`src/rtl/bus_arbiter_if.sv`:
```
// bus_arbiter_if: request/grant bundle between the bus masters and the
// round-robin bus arbiter.
//   req       master -> arbiter  per-master request, held for the whole transfer
//   bus_lock  master -> arbiter  current owner forbids preemption (atomic sequence)
//   grant     arbiter -> master  one-hot registered grant
//   owner     arbiter -> master  index of the granted master (bus mux select)
//   busy      arbiter -> master  1 while any grant is active
//   timeout   arbiter -> master  1-cycle pulse when the watchdog revokes a grant
// Modports: master (requester side), slave (arbiter side).
interface bus_arbiter_if #(
  parameter int NUM_MASTER = 4,
  parameter int IDX_W      = 2
);
  logic [NUM_MASTER-1:0] req;
  logic                  bus_lock;
  logic [NUM_MASTER-1:0] grant;
  logic [IDX_W-1:0]      owner;
  logic                  busy;
  logic                  timeout;

  modport master (
    output req, bus_lock,
    input  grant, owner, busy, timeout
  );

  modport slave (
    input  req, bus_lock,
    output grant, owner, busy, timeout
  );
endinterface

```
`src/rtl/bus_arbiter.sv`:
```
// bus_arbiter: round-robin arbiter sharing the single internal bus between
// up to NUM_MASTER requesters. Non-preemptive, one dead (HANDOVER) cycle
// between owners so the mux/tri-state handover is clean.
// Ports:
//   clk    system clock
//   reset  asynchronous, active-high reset
//   bus    bus_arbiter_if.slave (req, bus_lock in; grant, owner, busy, timeout out)
// Optional feature: define BUS_ARB_TIMEOUT_EN to add the ownership watchdog
// (TIMEOUT_CYCLES limit, overridden by bus_lock). Without it timeout is 0
// and bus_lock is ignored.
module bus_arbiter #(
  parameter int NUM_MASTER     = 4,
  parameter int IDX_W          = 2,
  parameter int TIMEOUT_CYCLES = 256
) (
  input  logic         clk,
  input  logic         reset,
  bus_arbiter_if.slave bus
);

  typedef enum logic [1:0] {
    IDLE     = 2'd0,
    GRANT    = 2'd1,
    HANDOVER = 2'd2
  } state_e;

  // After reset the scan starts just past NUM_MASTER-1, i.e. at master 0.
  localparam logic [IDX_W-1:0] LAST_RST = IDX_W'(NUM_MASTER - 1);

  state_e                state_q, state_d;
  logic [NUM_MASTER-1:0] grant_q, grant_d;
  logic [IDX_W-1:0]      owner_q, owner_d;
  logic [IDX_W-1:0]      last_q,  last_d;

  logic                  win_valid;
  logic [IDX_W-1:0]      win_idx;
  logic [IDX_W-1:0]      scan_idx;

`ifdef BUS_ARB_TIMEOUT_EN
  localparam int               CNT_W    = $clog2(TIMEOUT_CYCLES + 1);
  localparam logic [CNT_W-1:0] CNT_LAST = CNT_W'(TIMEOUT_CYCLES - 1);
  localparam logic [CNT_W-1:0] CNT_SAT  = CNT_W'(TIMEOUT_CYCLES);

  logic [CNT_W-1:0] cnt_q, cnt_d;
  logic             timeout_q, timeout_d;
`else
  localparam int unused_timeout_cycles = TIMEOUT_CYCLES;
  logic          unused_bus_lock;
  assign unused_bus_lock = bus.bus_lock;
`endif

  // Round-robin winner: first set req bit scanning last+1 .. last+NUM_MASTER
  // modulo NUM_MASTER, so the previous owner is checked last.
  always_comb begin
    win_valid = 1'b0;
    win_idx   = '0;
    scan_idx  = '0;
    for (int unsigned i = 1; i <= NUM_MASTER; i++) begin
      scan_idx = IDX_W'((32'(last_q) + i) % NUM_MASTER);
      if (!win_valid && bus.req[scan_idx]) begin
        win_valid = 1'b1;
        win_idx   = scan_idx;
      end
    end
  end

  always_comb begin
    state_d = state_q;
    grant_d = grant_q;
    owner_d = owner_q;
    last_d  = last_q;
`ifdef BUS_ARB_TIMEOUT_EN
    cnt_d     = cnt_q;
    timeout_d = 1'b0;
`endif
    case (state_q)
      // HANDOVER always lasts exactly one cycle; IDLE waits for a request.
      IDLE, HANDOVER: begin
        if (win_valid) begin
          state_d          = GRANT;
          grant_d          = '0;
          grant_d[win_idx] = 1'b1;
          owner_d          = win_idx;
          last_d           = win_idx;
`ifdef BUS_ARB_TIMEOUT_EN
          cnt_d            = '0;
`endif
        end else begin
          state_d = IDLE;
        end
      end
      GRANT: begin
        if (!bus.req[owner_q]) begin
          grant_d = '0;
          state_d = HANDOVER;
        end
`ifdef BUS_ARB_TIMEOUT_EN
        // cnt_q == CNT_LAST marks the TIMEOUT_CYCLES-th grant cycle; while
        // locked the counter parks at CNT_SAT and revokes once lock drops.
        else if ((cnt_q >= CNT_LAST) && !bus.bus_lock) begin
          grant_d   = '0;
          timeout_d = 1'b1;
          state_d   = HANDOVER;
        end else if (cnt_q != CNT_SAT) begin
          cnt_d = cnt_q + CNT_W'(1);
        end
`endif
      end
      default: begin
        state_d = IDLE;
        grant_d = '0;
      end
    endcase
  end

  always_ff @(posedge clk or posedge reset) begin
    if (reset) begin
      state_q <= IDLE;
      grant_q <= '0;
      owner_q <= '0;
      last_q  <= LAST_RST;
    end else begin
      state_q <= state_d;
      grant_q <= grant_d;
      owner_q <= owner_d;
      last_q  <= last_d;
    end
  end

`ifdef BUS_ARB_TIMEOUT_EN
  always_ff @(posedge clk or posedge reset) begin
    if (reset) begin
      cnt_q     <= '0;
      timeout_q <= 1'b0;
    end else begin
      cnt_q     <= cnt_d;
      timeout_q <= timeout_d;
    end
  end

  assign bus.timeout = timeout_q;
`else
  assign bus.timeout = 1'b0;
`endif

  assign bus.grant = grant_q;
  assign bus.owner = owner_q;
  assign bus.busy  = |grant_q;

endmodule
```
`src/flat_wrapper.sv`:
```
// flat-port wrapper written by rule: the top's interface ports become plain ports
module bus_arbiter_flat 
#(
  parameter int NUM_MASTER     = 4,
  parameter int IDX_W          = 2,
  parameter int TIMEOUT_CYCLES = 256
)
  (clk, reset, bus_req, bus_bus_lock, bus_grant, bus_owner, bus_busy, bus_timeout);
  bus_arbiter_if #(.NUM_MASTER(NUM_MASTER), .IDX_W(IDX_W)) bus_i ();
  input  logic clk;
  input  logic reset;
  input wire logic [$bits(bus_i.req)-1:0] bus_req;
  input wire logic [$bits(bus_i.bus_lock)-1:0] bus_bus_lock;
  output wire logic [$bits(bus_i.grant)-1:0] bus_grant;
  output wire logic [$bits(bus_i.owner)-1:0] bus_owner;
  output wire logic [$bits(bus_i.busy)-1:0] bus_busy;
  output wire logic [$bits(bus_i.timeout)-1:0] bus_timeout;
  assign bus_i.req = bus_req;
  assign bus_i.bus_lock = bus_bus_lock;
  assign bus_grant = bus_i.grant;
  assign bus_owner = bus_i.owner;
  assign bus_busy = bus_i.busy;
  assign bus_timeout = bus_i.timeout;
  bus_arbiter #(.NUM_MASTER(NUM_MASTER), .IDX_W(IDX_W), .TIMEOUT_CYCLES(TIMEOUT_CYCLES)) u_core (.clk(clk), .reset(reset), .bus(bus_i));
endmodule
```
`config.mk`:
```
export PLATFORM = sky130hd
export DESIGN_NAME = bus_arbiter_flat
export DESIGN_NICKNAME = d
export VERILOG_FILES = /design/src/rtl/bus_arbiter_if.sv /design/src/rtl/bus_arbiter.sv /design/src/flat_wrapper.sv
export SDC_FILE = /design/constraint.sdc
export NUM_CORES = 1
export LEC_CHECK = 0
export CORE_AREA = 4 4 41 43
export DETAILED_ROUTE_END_ITERATION = 6
export DIE_AREA = 0 0 45 47
export PLACE_DENSITY = 0.72
export SLEW_MARGIN = 20
export SYNTH_ARGS = -nofsm -noshare
export SYNTH_HDL_FRONTEND = slang
export SYNTH_SLANG_ARGS = --single-unit
```
`constraint.sdc`:
```
create_clock -name clk -period 3.3 [get_ports clk]
set_input_delay 0.66 -clock clk [delete_from_list [all_inputs] [get_ports clk]]
set_output_delay 0.66 -clock clk [all_outputs]
set_load 0.03 [all_outputs]
```
======== Yosys cells after proc, flatten, opt, wreduce, memory -nomap -nowiden ========
Cells that the tools add are included.
cells by class
  add/sub/neg operators ................... 4
  order comparisons ....................... 7
  equal/unequal tests ..................... 4
  multiplexer cells ....................... 26
  reductions and logical operators ........ 12
operator list
  cell                 count
  $lt 2x3->1 const B   6
  $mux 1               11
  $bmux 1 s2           5
  $mux 2               5
  $mux 4               2
  $pmux 4 s2           1
  $add 2x1->2 const B  2
  $add 2x2->2 const B  2
  $logic_and 1x1->1    4
  $pmux 2 s2           1
  $reduce_and 2->1     2
  $reduce_or 4->1      1
  $logic_not 1->1      3
  $demux 1 s2          1
  $eq 2x1->1 const B   1
  $eq 2x2->1 const B   1
  $ge 2x1->1 const B   1
  $logic_not 2->1      1
  $ne 2x1->1 const B   1
  $ne 2x2->1 const B   1
  $reduce_or 2->1      1
word-level totals
  register bits ........................... 10
  output and inout port bits .............. 8
  word-level logic and storage cells ...... 57

======== Depth between registers and ports, before layout ========
Gate-level depths: netlist of run 1.
  depth after elaboration ................. 19
  depth in mapped cells ................... 4

======== Worst setup path before layout of run 1 ========
Ideal clock, no wire load.
  kind .................................... register -> output
  from .................................... register u_core.grant_q[0], in the netlist u_core.bus.grant[0]
  to ...................................... output bus_busy
  arrival ................................. 1197 ps
  required time ........................... 2640 ps
  setup slack ............................. 1443 ps
  stages on the path, launching flop included .. 2
  path buffers ............................ 0
  cell sequence ........................... dfrtp_1 -> or4_1
on the way
  longest elaborated chain between the ends .. 1
RTL lines
  element                   line                text
  start: declaration        bus_arbiter.sv:31   logic [NUM_MASTER-1:0] grant_q, grant_d;
  start signal: assignment  bus_arbiter.sv:124  grant_q <= grant_d;
  $reduce_or 4->1           bus_arbiter.sv:148  assign bus.busy = |grant_q;
  end: declaration          flat_wrapper.sv:16  output wire logic [$bits(bus_i.busy)-1:0] bus_busy;
No other way between the ends.

======== Final worst setup path of run 1 ========
Ends and elaborated chain as after synthesis.

==> results of run 1 <==
## power by group through the flow
stage	sequential, mW	clock (mW)	combinational, mW
finish	0.246	0.0873	0.383
global route	0.254	0.0971	0.411
CTS	0.245	0.0900	0.388
detailed placement	0.246	0	0.385
global placement	0.245	0	0.380
floorplan	0.302	0	0.187
## cells by family after synthesis
logic type             Yosys count  synth area share [%]
muxes                            2                  6.31
other                            1                 0.727
AOI/OAI and AO/OA               13                  19.4
and+or+nand+nor                 18                  20.1
buffers and inverters            5                  4.37
DFF                             10                  49.0
## per-stage QoR
stage | util (%) | instance area [sq um] | power [mW]
final | 51.7 | 673 | 0.716
after detailed placement | 49.7 | 647 | 0.631
after global routing | 51.7 | 673 | 0.762
after global placement | 49.7 | 647 | 0.624
after floorplan | - | 515 | 0.490
after CTS | 51.7 | 673 | 0.723
## routing by layer
metal / track usage (%) / up-vias / share of wire [%]
met5: 0 / - / 0
met4: 7.02 / 0 / 1.4
met3: 2.68 / 2 / 6.3
met2: 15.8 / 12 / 40
met1: 16.7 / 177 / 52
li1: - / 204 / -
## worst max-delay path by stage
stage	end	slack [ns]	cells past startpoint	startpoint
detailed placement	u_core.bus.grant[0]$_DFFE_PP0P_	1.11	5	bus_req[3]
global route	bus_busy	0.79	2	u_core.bus.grant[3]$_DFFE_PP0P_
CTS	bus_busy	0.84	2	u_core.bus.grant[3]$_DFFE_PP0P_
finish	bus_busy	0.85	2	u_core.bus.grant[0]$_DFFE_PP0P_
global placement	u_core.bus.grant[0]$_DFFE_PP0P_	1.10	4	bus_req[3]
floorplan	bus_busy	1.44	1	u_core.bus.grant[0]$_DFFE_PP0P_
## worst max-delay path, cell delays in order (launching register included)
cell	delay [ns]
dfrtp_1	0.40
or4_1	0.53
clkdlybuf4s50_1	0.61
## area by class of cell
type / count / area, sq um / share of cell area, %
well taps: 15 / 18.8 / 2.79
repair buffers: 12 / 120 / 17.8
flip-flops and latches: 10 / 253 / 37.5
clock buffers: 4 / 26.3 / 3.90
inverters: 4 / 15.0 / 2.23
multi-input cells: 34 / 240 / 35.7
## synthesized netlist by cell type, drive strengths merged
cell,number,area [sq um]
dfrtp,8,200
a21oi,4,20.0
inv,4,15.0
nand2,4,15.0
nor2,4,15.0
a32o,2,20.0
dfstp,2,52.6
nand2b,2,12.5
o21ai,2,13.8
o2bb2ai,2,17.5
or2,2,12.5
a21bo,1,10.0
and3b,1,10.0
buf,1,7.51
conb,1,3.75
mux2i,1,10.0
mux4,1,22.5
nand3b,1,11.3
nor2b,1,6.26
nor3b,1,7.51
nor4,1,6.26
o22ai,1,6.26
o31ai,1,12.5
or4,1,7.51
## sequential cells by signal (all words and copies together), names as in the netlist
name / cells
u_core.last_q: 2
u_core.state_q: 2
u_core.bus.grant: 4
u_core.bus.owner: 2
==> metrics.log, run 1 <==
[metrics] status: finished, final reports clean
[metrics] startpoint of the most critical register-to-register path: u_core.last_q[0]$_DFFE_PP1P_
[metrics] TritonCTS clock tree: built
[metrics] # nets final: 72
[metrics] H-tree levels: 1
[metrics] wire length per cell: about 13 um
[metrics] WHS: 0.425 ns
[metrics] DRC violation count after routing: 0
[metrics] class of the worst hold path: flip-flop to flip-flop
[metrics] share of cells above drive strength 1: between 20% and 30%
[metrics] commonest non-fill, non-tap cells in the layout: 12 x clkdlybuf4s50_1, 8 x dfrtp_1
[metrics] final cell count without fillers: 79
[metrics] endpoint of the most critical register-to-register path: u_core.bus.grant[2]$_DFFE_PP0P_
[metrics] per-cell via count in the routed design: 5.00
[metrics] Netlist cell types: 25
[metrics] number of fill cells in the layout: 141
[metrics] final max-slew violation count: 0
[metrics] first-pass GRT wire length: approximately 1.7 mm
[metrics] Post-CTS Setup Bufs: 0
[metrics] GRT Resource Usage Total: around an eighth
[metrics] worst hold path cell count: 1
[metrics] CTS-repair resized insts: 0
[metrics] Area Overhead vs Synth: 30.6%
[metrics] initial core utilization: around 40%
[metrics] Yosys warning total: 0
[metrics] instance count of the mapped netlist: 49
[metrics] pre-CTS setup slack: around 1.1 ns
[metrics] maximum clock path buffer count: 2
[metrics] Logic pwr share: 53.5%
[metrics] endpoints failing hold: 0
[metrics] total routed wirelength: 1.04 mm
[metrics] sort of element at the end of the critical path: output pin
[metrics] arrival time of data at the critical path endpoint: roughly 1.8 ns
[metrics] die footprint: ~0.0021 sq mm
[metrics] initial antenna violation count: 0
[metrics] final setup TNS: 0 ns
[metrics] net switching component of the power: 310 uW
[metrics] Clock Skews: 0.00427 ns
[metrics] sinks on the clock net: 10
[metrics] number of DRC markers after the initial detailed-route iteration: 9
[metrics] Switching Fraction: between 40 and 50%
[metrics] leakage dissipation: roughly 0.29 nW
[metrics] kind of start point of the critical path: flip-flop
[metrics] relative slew slack: 65.5%
[metrics] Worst Setup Path Type: flip-flop to output pin
[metrics] required time at the worst-slack endpoint: around 2.6 ns
[metrics] relative contribution of sequential cells to total power: 34.3%
[metrics] Die W: around 45 um
[metrics] Die Y-Extent: about 47 um
[metrics] most common library cell in the layout ignoring fill and taps: clkdlybuf4s50_1
[metrics] Worst R2R Setup Slack: 1.80 ns
[metrics] part of the total power dissipated in the clock network: ~12%
[metrics] total congestion overflow: 0
[metrics] # rows: 13
[metrics] Max-Cap Viols: 0
[metrics] source of the worst hold timing path: u_core.state_q[1]$_DFFE_PP0P_
[metrics] min setup slack post-route: ~0.85 ns
[metrics] number of synthesized register bits: 10
[metrics] synthesized area divided by synthesized cell count: 10.5 sq um
[metrics] number of buffers created by CTS: 3
[metrics] largest net degree at the start of global routing: 11
[metrics] combined area of all synthesized cells: about 520 sq um
[metrics] maximum clock frequency: slightly above 400 MHz
[metrics] router iterations before antenna repair: 4
[metrics] minimum clock period: approximately 2.5 ns
[metrics] Slew @ Worst Pin: about 0.5 ns
[metrics] endpoints failing setup: 0
[metrics] number of buffers inserted for hold repair after clock tree synthesis: 0
[metrics] instance count after placement with tap cells included: 75
[metrics] worst supply voltage drop on vdd: between 0.5 and 0.6 mV
[metrics] IO Port Bufs: 12
[metrics] RSZ-0062 raised after global routing: no
[metrics] Syn Nets: between 50 and 60
[metrics] total via count after detailed routing: ~400
[metrics] power density of the placed cells: roughly 1100 mW/mm^2
[metrics] I/O pin total: 15
[metrics] Final HPWL DP: 780 um
[metrics] number of inserted diodes: 0
[metrics] Hold Crit Endpoint: u_core.state_q[1]$_DFFE_PP0P_
[metrics] via count of the first global-routing pass: slightly above 400
[metrics] clock network latency to the later pin of the worst-skew pair: between 0.2 and 0.3 ns
[metrics] clock tree root driver cell: clkbuf_4
[metrics] Floorplan Core Area: 0.00130 sq mm
[metrics] sequential-to-total area share from yosys stat: between 40 and 50%
[metrics] post-route clock period utilization: 74.4%
[metrics] total internal power: ~410 uW
[metrics] remaining antenna violation count: 0
[metrics] depth of the worst register-to-register path: 4
[metrics] Max FO, Critical Path: 3
[metrics] gpl congestion: ~0.71
[metrics] Clock transition at path regs: approximately 0.060 ns
No activity file was read; power rests on OpenSTA's default activity.
==> run 2: changes to the inputs <==
--- a/config.mk
+++ b/config.mk
@@ -5,10 +5,10 @@
 export SDC_FILE = /design/constraint.sdc
 export NUM_CORES = 1
 export LEC_CHECK = 0
-export CORE_AREA = 4 4 41 43
+export CORE_MARGIN = 4
+export CORE_UTILIZATION = 39
 export DETAILED_ROUTE_END_ITERATION = 6
-export DIE_AREA = 0 0 45 47
-export PLACE_DENSITY = 0.72
+export PLACE_DENSITY = 0.75
 export SLEW_MARGIN = 20
 export SYNTH_ARGS = -nofsm -noshare
 export SYNTH_HDL_FRONTEND = slang
==> constraint.sdc (replaced) <==
create_clock -name clk -period 2.05 [get_ports clk]
set_input_delay 0.41 -clock clk [delete_from_list [all_inputs] [get_ports clk]]
set_output_delay 0.41 -clock clk [all_outputs]
set_load 0.03 [all_outputs]
==> metrics.log, run 2 (same netlist as run 1, synthesis figures left out) <==
[metrics] most common library cell in the layout ignoring fill and taps: clkdlybuf4s50_1
[metrics] Die Y-Extent: 44.4 um (-5.6%)
[metrics] post-route clock period utilization: a little over nine tenths
[metrics] number of buffers created by CTS: 3 (unchanged)
[metrics] Total Power Consumption: 1.12 mW (+57%)
[metrics] via count of the first global-routing pass: 386 (-5.4%)
[metrics] endpoints failing hold: 0 (unchanged)
[metrics] Max-Cap Viols: 0 (unchanged)
[metrics] Max FO, Critical Path: 3 (unchanged)
[metrics] pre-CTS setup slack: 0.0934 ns (-1.01 ns)
[metrics] met3 Track Usage GR: 9.35% (+6.7 points)
[metrics] clock network latency to the later pin of the worst-skew pair: 0.26 ns (about the same)
[metrics] die footprint: 0.00197 sq mm (-7.0%)
[metrics] wire length per cell: 13.8 um (+4.4%)
[metrics] Final HPWL DP: 860 um (+10%)
[metrics] arrival time of data at the critical path endpoint: 1.56 ns (-0.23 ns)
[metrics] largest net degree at the start of global routing: 11 (unchanged)
[metrics] top cell family by delay on the critical path: simple AND/OR/NAND/NOR gates
[metrics] GRT Resource Usage Total: 12.4% (+0.81 points)
[metrics] required time at the worst-slack endpoint: 1.64 ns (-1.00 ns)
[metrics] remaining antenna violation count: 0 (unchanged)
[metrics] clock tree root driver cell: clkbuf_4
[metrics] sinks on the clock net: 10 (unchanged)
[metrics] I/O pin total: 15 (unchanged)
[metrics] Clock Skews: 0.00835 ns (+0.00407 ns)
[metrics] final cell count without fillers: 78 (-1.3%)
[metrics] gpl congestion: 0.697 (-1.6%)
[metrics] met2 track demand over resource in global routing: 18.9% (+3.1 points)
[metrics] # rows: 12 (-1)
[metrics] Clock transition at path regs: 0.06 ns (about the same)
[metrics] crit path launch: u_core.bus.grant[3]$_DFFE_PP0P_
[metrics] maximum clock frequency: approximately 510 MHz
[metrics] sort of element at the end of the critical path: output pin
[metrics] DRC violation count after routing: 0 (unchanged)
[metrics] status: finished, final reports clean
[metrics] part of the total power dissipated in the clock network: 11.3% (-0.9 points)
[metrics] leakage dissipation: 0.297 nW (+2.1%)
[metrics] Die W: 44.4 um (-1.4%)
[metrics] worst path buffer plus inverter count: 1 (unchanged)
[metrics] Worst Setup Path Type: flip-flop to output pin
[metrics] met1 usage: 13.8% (-2.8 points)
[metrics] H-tree levels: 1 (unchanged)
[metrics] minimum clock period: slightly below 2 ns
[metrics] most utilized layer in the global route result: met2
[metrics] share of cells above drive strength 1: 21.9% (+1.6 points)
[metrics] total via count after detailed routing: 410 (+3.8%)
[metrics] Layout Utilization: 57.6% (+5.9 points)
[metrics] min setup slack post-route: 0.0835 ns (-0.763 ns)
[metrics] cells along the critical path: or4_1, dlygate4sd2_1
[metrics] net switching component of the power: 491 uW (+58%)
[metrics] class of the worst hold path: input pin to asynchronous set/reset pin
[metrics] CP max stage delay: 0.52 ns (-0.09 ns)
[metrics] relative slew slack: 66.8% (+1.3 points)
[metrics] number of DRC markers after the initial detailed-route iteration: 0 (-9)
[metrics] total congestion overflow: 0 (unchanged)
[metrics] power density of the placed cells: 1660 mW/mm^2 (+56%)
[metrics] router iterations before antenna repair: 1 (-3)
[metrics] flip-flop count of the largest register after layout: 4 (unchanged)
[metrics] # nets final: 73 (+1.4%)
[metrics] initial antenna violation count: 0 (unchanged)
[metrics] TritonCTS clock tree: built
[metrics] relative contribution of sequential cells to total power: 35.5% (+1.2 points)
[metrics] slowest cell on the critical path: or4_1
[metrics] instance count after placement with tap cells included: 75 (unchanged)
[metrics] kind of start point of the critical path: flip-flop
[metrics] total routed wirelength: 1.07 mm (+3.1%)
[metrics] first-pass GRT wire length: 1.69 mm (-2.4%)
[metrics] Switching Fraction: 43.7% (+0.47 points)
[metrics] maximum clock path buffer count: 2 (unchanged)
[metrics] worst supply voltage drop on vdd: 0.880 mV (+63%)
[metrics] startpoint of the most critical register-to-register path: u_core.last_q[0]$_DFFE_PP1P_
[metrics] total internal power: 631 uW (+55%)
[metrics] Area Overhead vs Synth: 30.8%
[metrics] endpoints failing setup: 0 (unchanged)
[metrics] initial core utilization: 44.0% (+4.4 points)
[metrics] IO Port Bufs: 12 (unchanged)
[metrics] number of inserted diodes: 0 (unchanged)
[metrics] RSZ-0062 raised after global routing: no
[metrics] Floorplan Core Area: 0.00117 sq mm (-10%)
[metrics] per-cell via count in the routed design: 5.26 (+5.1%)
[metrics] final max-slew violation count: 0 (unchanged)
[metrics] Slew @ Worst Pin: 0.496 ns (-0.0190 ns)
[metrics] final setup TNS: 0 ns (unchanged)
[metrics] Logic pwr share: 53.2% (-0.3 points)
[metrics] commonest non-fill, non-tap cells in the layout: 11 x clkdlybuf4s50_1, 8 x dfrtp_1
==> run 2: final cells by class <==
cell class              instances  area, sq um
well taps                      14         17.5
clock buffers                   3         22.5
repair buffers                 13          126
multi-input cells              34          240
inverters                       4         15.0
flip-flops and latches         10          253
fillers                       107          497
==> run 2: per-layer routing <==
layer	routed length (um)	up-vias
met4	18	0
met3	103	4
met2	525	13
met5	0	-
met1	426	189
li1	-	204
==> run 2: worst paths after layout <==
kind                                                   endpoint  slack (ns)  cells after the start
worst min register to register    u_core.state_q[1]$_DFFE_PP0P_        0.43                      1
min in group clk                  u_core.state_q[1]$_DFFE_PP0P_        0.43                      1
worst max register to register  u_core.bus.grant[2]$_DFFE_PP0P_        0.56                      4
max in group asynchronous          u_core.last_q[0]$_DFFE_PP1P_        1.30                      2
worst max-delay path                                   bus_busy        0.08                      2
worst min-delay path            u_core.bus.grant[3]$_DFFE_PP0P_        0.42                      2
==> run 2: power by group through the flow <==
stage	registers [mW]	clock network (mW)	logic (mW)
2_1_floorplan	0.487	0	0.302
3_3_place_gp	0.393	0	0.610
3_5_place_dp	0.401	0	0.618
4_1_cts	0.399	0.131	0.604
5_1_grt	0.416	0.144	0.649
6_report	0.398	0.127	0.597
==> run 2: metrics by stage <==
step                hold WS [ns]  area, sq um
finish                     0.421          674
global route               0.431          674
CTS                        0.425          674
detailed placement         0.424          653
global placement           0.411          653
floorplan                  0.249          515
==> run 2: worst register-to-register path: stages, from the launching register on <==
cell and delay [ns]:
dfstp_2 0.54, and3b_2 0.21, o31ai_2 0.33, inv_1 0.08
a32o_1 0.22
==> run 2: timing repair <==
action,CTS,global route
gates resized for setup,1,0
hold buffers,0,0
setup buffers,0,0
endpoints found under the setup margin,1,0
